File: src/rtl/wb_arbiter.sv
// Register-file write-port arbiter: ALU results have fixed priority, and MDU
// results wait in a small FIFO that drains whenever the ALU leaves the port idle.
module wb_arbiter #(
    parameter int DEPTH = 4,
    parameter int AW    = 5,
    parameter int DW    = 32
) (
    input  logic                     clk,
    input  logic                     rst_n,
    input  logic                     alu_valid,
    input  logic [AW-1:0]            alu_reg,
    input  logic [DW-1:0]            alu_data,
    input  logic                     mdu_valid,
    output logic                     mdu_ready,
    input  logic [AW-1:0]            mdu_reg,
    input  logic [DW-1:0]            mdu_data,
    input  logic [AW-1:0]            chk_reg,
    output logic                     chk_hit,
    output logic                     RegWr,
    output logic [AW-1:0]            W_Reg,
    output logic [DW-1:0]            W_data,
    output logic [$clog2(DEPTH):0]   count
);
    localparam int PW = $clog2(DEPTH);

    logic [AW-1:0] fifo_reg  [DEPTH];
    logic [DW-1:0] fifo_data [DEPTH];
    logic [PW-1:0] rd_ptr_reg;
    logic [PW-1:0] wr_ptr_reg;
    logic [PW:0]   count_reg;

    logic alu_take;
    logic push;
    logic pop;
    logic [DEPTH-1:0] hit_vec;

    assign mdu_ready = (count_reg < (PW+1)'(DEPTH));
    assign alu_take  = alu_valid && (alu_reg != '0);
    // Index-0 MDU results complete the handshake but are never stored.
    assign push      = mdu_valid && mdu_ready && (mdu_reg != '0);
    assign pop       = !alu_take && (count_reg != '0);
    assign count     = count_reg;

    // A slot is live when its distance from the head is below the occupancy.
    generate
        for (genvar gi = 0; gi < DEPTH; gi++) begin : g_hit
            logic [PW-1:0] offset;
            assign offset      = PW'(gi) - rd_ptr_reg;
            assign hit_vec[gi] = ({1'b0, offset} < count_reg) && (fifo_reg[gi] == chk_reg);
        end
    endgenerate

    assign chk_hit = (|hit_vec) && (chk_reg != '0);

    always_ff @(posedge clk) begin
        if (push) begin
            fifo_reg[wr_ptr_reg]  <= mdu_reg;
            fifo_data[wr_ptr_reg] <= mdu_data;
        end
    end

    always_ff @(posedge clk or negedge rst_n) begin
        if (!rst_n) begin
            rd_ptr_reg <= '0;
            wr_ptr_reg <= '0;
            count_reg  <= '0;
        end else begin
            if (push) wr_ptr_reg <= wr_ptr_reg + 1'b1;
            if (pop)  rd_ptr_reg <= rd_ptr_reg + 1'b1;
            case ({push, pop})
                2'b10:   count_reg <= count_reg + 1'b1;
                2'b01:   count_reg <= count_reg - 1'b1;
                default: count_reg <= count_reg;
            endcase
        end
    end

    // W_Reg/W_data keep their last value in idle cycles; only RegWr drops.
    always_ff @(posedge clk or negedge rst_n) begin
        if (!rst_n) begin
            RegWr  <= 1'b0;
            W_Reg  <= '0;
            W_data <= '0;
        end else if (alu_take) begin
            RegWr  <= 1'b1;
            W_Reg  <= alu_reg;
            W_data <= alu_data;
        end else if (pop) begin
            RegWr  <= 1'b1;
            W_Reg  <= fifo_reg[rd_ptr_reg];
            W_data <= fifo_data[rd_ptr_reg];
        end else begin
            RegWr  <= 1'b0;
        end
    end
endmodule

File: config.mk
export PLATFORM = sky130hd
export DESIGN_NAME = wb_arbiter
export DESIGN_NICKNAME = d
export VERILOG_FILES = /design/src/rtl/wb_arbiter.sv
export SDC_FILE = /design/constraint.sdc
export NUM_CORES = 1
export LEC_CHECK = 0
export CORE_MARGIN = 2
export CORE_UTILIZATION = 58
export DETAILED_ROUTE_END_ITERATION = 8
export GPL_TIMING_DRIVEN = 0
export PLACE_DENSITY_LB_ADDON = 0.08
export SKIP_LAST_GASP = 1
export SYNTH_ARGS = -nofsm -noshare
export SYNTH_HDL_FRONTEND = slang
export SYNTH_SLANG_ARGS = --single-unit
File: constraint.sdc
create_clock -name clk -period 4 [get_ports clk]
set_clock_uncertainty 0.15 [all_clocks]
set_input_delay 0.4 -clock clk [delete_from_list [all_inputs] [get_ports clk]]
set_output_delay 0.4 -clock clk [all_outputs]
set_load 0.005 [all_outputs]
==> results.md <==
Yosys:
- Among all flip-flop cells after synthesis, the most frequent one is sky130_fd_sc_hd__edfxtp_1.
- Synthesis produced a netlist with a net count of 539.
- The post-synthesis cell type count is 39.
- The share of async-settable or async-resettable flops after synthesis is 0.233.
- Summed over all instances, the cell type with the most area after synthesis is sky130_fd_sc_hd__edfxtp_1.
- Synthesis produced 446 cells.
- The Yosys step of the flow raised 0 warnings.
- The area share of the leading cell type in the synthesized netlist is 0.550.
- Dividing the synthesized area by the synthesized cell count gives 18.1 sq um.
- By area the synthesized netlist is led by sky130_fd_sc_hd__edfxtp_1, sky130_fd_sc_hd__dfrtp_1, sky130_fd_sc_hd__mux4_2.
- The mapped netlist covers 8080 sq um.
- The number of flops mapped to enable cells by yosys is 148.
- Of the synthesized area, sequential elements account for 0.689.
- The post-synthesis register bit count is 193.

Detailed routing:
- The number of DRC violations after detailed-routing iteration 0 is 323.
- The per-cell via count in the routed design is 5.71.
- The routed design has 16700 um of wire.
- In this run the remaining antenna-violating nets after routing total 0.
- The detail-routed net length per standard cell is 21.3 um.
- For this block, the via count after detailed routing is 4479.
- The first-pass iteration count of the detailed router is 4.
- After detailed routing, the number of remaining DRC violations is 0.

Global route:
- The sum of overflow across all layers after global routing is 0.
- The via count of the first global-routing pass was 4611.
- The wire length of the first global-routing pass is 25000 um.
- The number of antenna violations at the first check in global routing was 0.
- The maximum number of pins on one net before global-route repair is 26.
- The global-route usage over all layers is 0.232.

Floorplanning:
- 126 I/O pins were placed.
- The core area is 13700 sq um.
- The effective utilization at floorplan is 0.589.
- Measured along the y axis, the die boundary spans 122 um.
- After floorplanning, the core was divided into 43 placement rows.
- In this run the horizontal extent of the chip is 122 um.
- The full die area is 14900 sq um.

Worst setup path:
- The setup slack of the most critical reg-to-reg path is 1.66 ns.
- The cell family contributing the most delay on the critical path is buffers and inverters.
- The maximum fanout along the worst path is 10.
- The critical-path cell with the highest stage delay is sky130_fd_sc_hd__buf_1.
- The startpoint of the most critical register-to-register path is count[2].
- The cell count of the worst reg-to-reg path is 9.
- The sort of element at the start of the critical path is a flip-flop.
- The arrival time at the worst endpoint is 3.03 ns.
- The endpoint type of the worst setup path is an output pin.
- Traced cell by cell, the critical path runs through buf_1 -> xnor2_1 -> inv_1 -> ha_1 -> a221oi_1 -> a21oi_1 -> a21oi_1 -> clkdlybuf4s50_1.
- The critical path data required time is 3.45 ns.
- The most numerous cell type found on the critical path is sky130_fd_sc_hd__a21oi_1.
- Counting both buffers and inverters, the worst setup path holds a total of 3.
- The type of the setup path with the least slack is flip-flop to output pin.
- In this design, the stage delay of the slowest critical-path cell is 0.54 ns.
- The destination of the worst register-to-register timing path is count[2].

Cells and area:
- The finished layout holds 784 standard cells, fillers aside.
- The footprint of the flip-flops and latches is 5570 sq um.
- The fraction of layout cells with a size suffix above 1 is 0.233.
- After routing the design area is 10300 sq um.
- The register with the most flip-flops in the layout has 128 of them.
- The library cells used most frequently in the layout, excluding fill and tap cells, are sky130_fd_sc_hd__edfxtp_1, sky130_fd_sc_hd__clkdlybuf4s50_1, sky130_fd_sc_hd__dfrtp_1.
- The number of antenna diodes in the final layout is 0.
- From synthesis to final layout, the design area changed by 27.0%.
- Summing all multi-input logic gate instances after layout gives 2250 sq um.
- The library cell used most frequently in the layout, excluding fill and tap cells, is sky130_fd_sc_hd__edfxtp_1.
- Measured on the finished design, the core utilization comes to 0.748.
- The final layout net count is 684.
- The filler cell count in the final layout is 840.

STA:
- The final-report max-slew violation count was 0.
- The relative max-transition margin is 0.563.
- The part of the cycle the worst path needs is 0.895.
- Setup violations remaining at the end of the flow were counted as 0.
- The total negative slack for setup checks is 0 ns.
- The maximum clock rate is 279 MHz.
- For the pin with the worst max-slew slack, the measured transition is 0.655 ns.
- The worst path in the final design needs a cycle of 3.58 ns, including I/O delays and setup.
- The number of hold violations in the final report was 0.
- Setup repair after global routing left no endpoint under its margin.

Placement:
- The global placer's final weighted congestion is 0.802.
- The placed instance area is 9610 sq um.
- The wire-length estimate of the detail-placed layout is 11100 um.
- The count of port buffers added during placement is 120.
- After detailed placement, the design holds a cell count of 751.

Run:
- Across the run, the number of max-cap violations was 0.

Clock tree:
- The number of clock buffers added by TritonCTS is 17.
- After clock tree synthesis, the setup repair step added 0 buffers.
- The post-CTS clock slew at the launch and capture registers of the worst setup and hold paths is 0.07 ns.
- The hold-fix buffer count after cts is 1.
- The insertion delay to the later sink of the worst-skew pair is 0.43 ns.
- The number of cells upsized or downsized after cts is 0.
- The tree is rooted in a sky130_fd_sc_hd__clkbuf_16.
- The maximum count of clock buffers along a single path is 2.
- The number of H-tree levels is 4.
- The number of sinks on the clock net is 193.
- TritonCTS built the clock tree.

Hold path:
- The path category of the worst min-delay check is input pin to asynchronous set/reset pin.

Status:
- The run finished with clean final reports.

Power:
- The worst vdd rail ir drop is 0.353 mV.
- Power spread over the standard cell area amounts to 667 nW/um^2.
- In this run the static leakage power is 0.00356 uW.
## worst register-to-register path, stage by stage, from the launching register on
cell	delay, ns
sky130_fd_sc_hd__dfrtp_1	0.41
sky130_fd_sc_hd__clkinv_1	0.26
sky130_fd_sc_hd__o311a_1	0.29
sky130_fd_sc_hd__inv_1	0.11
sky130_fd_sc_hd__ha_1	0.18
sky130_fd_sc_hd__inv_1	0.06
sky130_fd_sc_hd__fa_1	0.37
sky130_fd_sc_hd__xor2_1	0.16
sky130_fd_sc_hd__nor2_1	0.12
sky130_fd_sc_hd__xnor2_1	0.14
## stage by stage
| stage | power (uW) | hold WS, ns | setup WS [ns] |
|---|---|---|---|
| 3_3_place_gp | 4940 | 0.364 | 0.399 |
| 2_1_floorplan | 4170 | -0.0456 | 1.58 |
| 5_1_grt | 7140 | 0.417 | 0.212 |
| 4_1_cts | 6890 | 0.375 | 0.386 |
| 6_report | 6840 | 0.368 | 0.419 |
| 3_5_place_dp | 5030 | 0.291 | 0.842 |
## synth_stat cells (5+ instances only)
library cell / instances
sky130_fd_sc_hd__buf_6: 6
sky130_fd_sc_hd__edfxtp_1: 148
sky130_fd_sc_hd__mux4_2: 37
sky130_fd_sc_hd__a21oi_1: 6
sky130_fd_sc_hd__inv_1: 9
sky130_fd_sc_hd__xor2_1: 13
sky130_fd_sc_hd__xnor2_1: 14
sky130_fd_sc_hd__buf_2: 5
sky130_fd_sc_hd__mux2i_1: 35
sky130_fd_sc_hd__a21oi_2: 34
sky130_fd_sc_hd__ha_1: 9
sky130_fd_sc_hd__dfrtp_1: 45
sky130_fd_sc_hd__nor2_1: 34
## per-layer routing
layer	global-route usage	wire length [um]
met1	0.311	6990
met2	0.378	8430
met3	0.0520	981
met4	0.0869	305
met5	0	0
## layout make-up
| type | instances | area share |
|---|---|---|
| well taps | 180 | 0.0219 |
| plain buffers | 26 | 0.0219 |
| inverters | 10 | 0.00366 |
| flip-flops and latches | 193 | 0.543 |
| repair buffers | 126 | 0.127 |
| clock buffers | 17 | 0.0414 |
| multi-input cells | 217 | 0.219 |
| clock inverters | 15 | 0.0217 |
## power by group
part / internal, uW / switching (uW)
clock network: 1070 / 769
registers: 2560 / 174
logic: 1200 / 1070
## cell families after synthesis
kind of cell	count (synthesis)	synth area share
fa+ha+maj	10	0.0164
xor+xnor	27	0.0293
simple gates	56	0.0324
flops	193	0.689
compound gates	50	0.0508
mux	74	0.149
buf+inv	36	0.0325
## worst max-delay path by stage
stage                             start               end  cells past startpoint
final                     rd_ptr_reg[1]           chk_hit                      8
after global routing      rd_ptr_reg[1]           chk_hit                      8
after CTS                 rd_ptr_reg[1]           chk_hit                      8
after detailed placement  rd_ptr_reg[1]           chk_hit                      8
after global placement       mdu_reg[1]  fifo_data[0][19]                      4
after floorplan              alu_reg[0]          count[2]                      9
No activity file was read; power rests on OpenSTA's default activity.
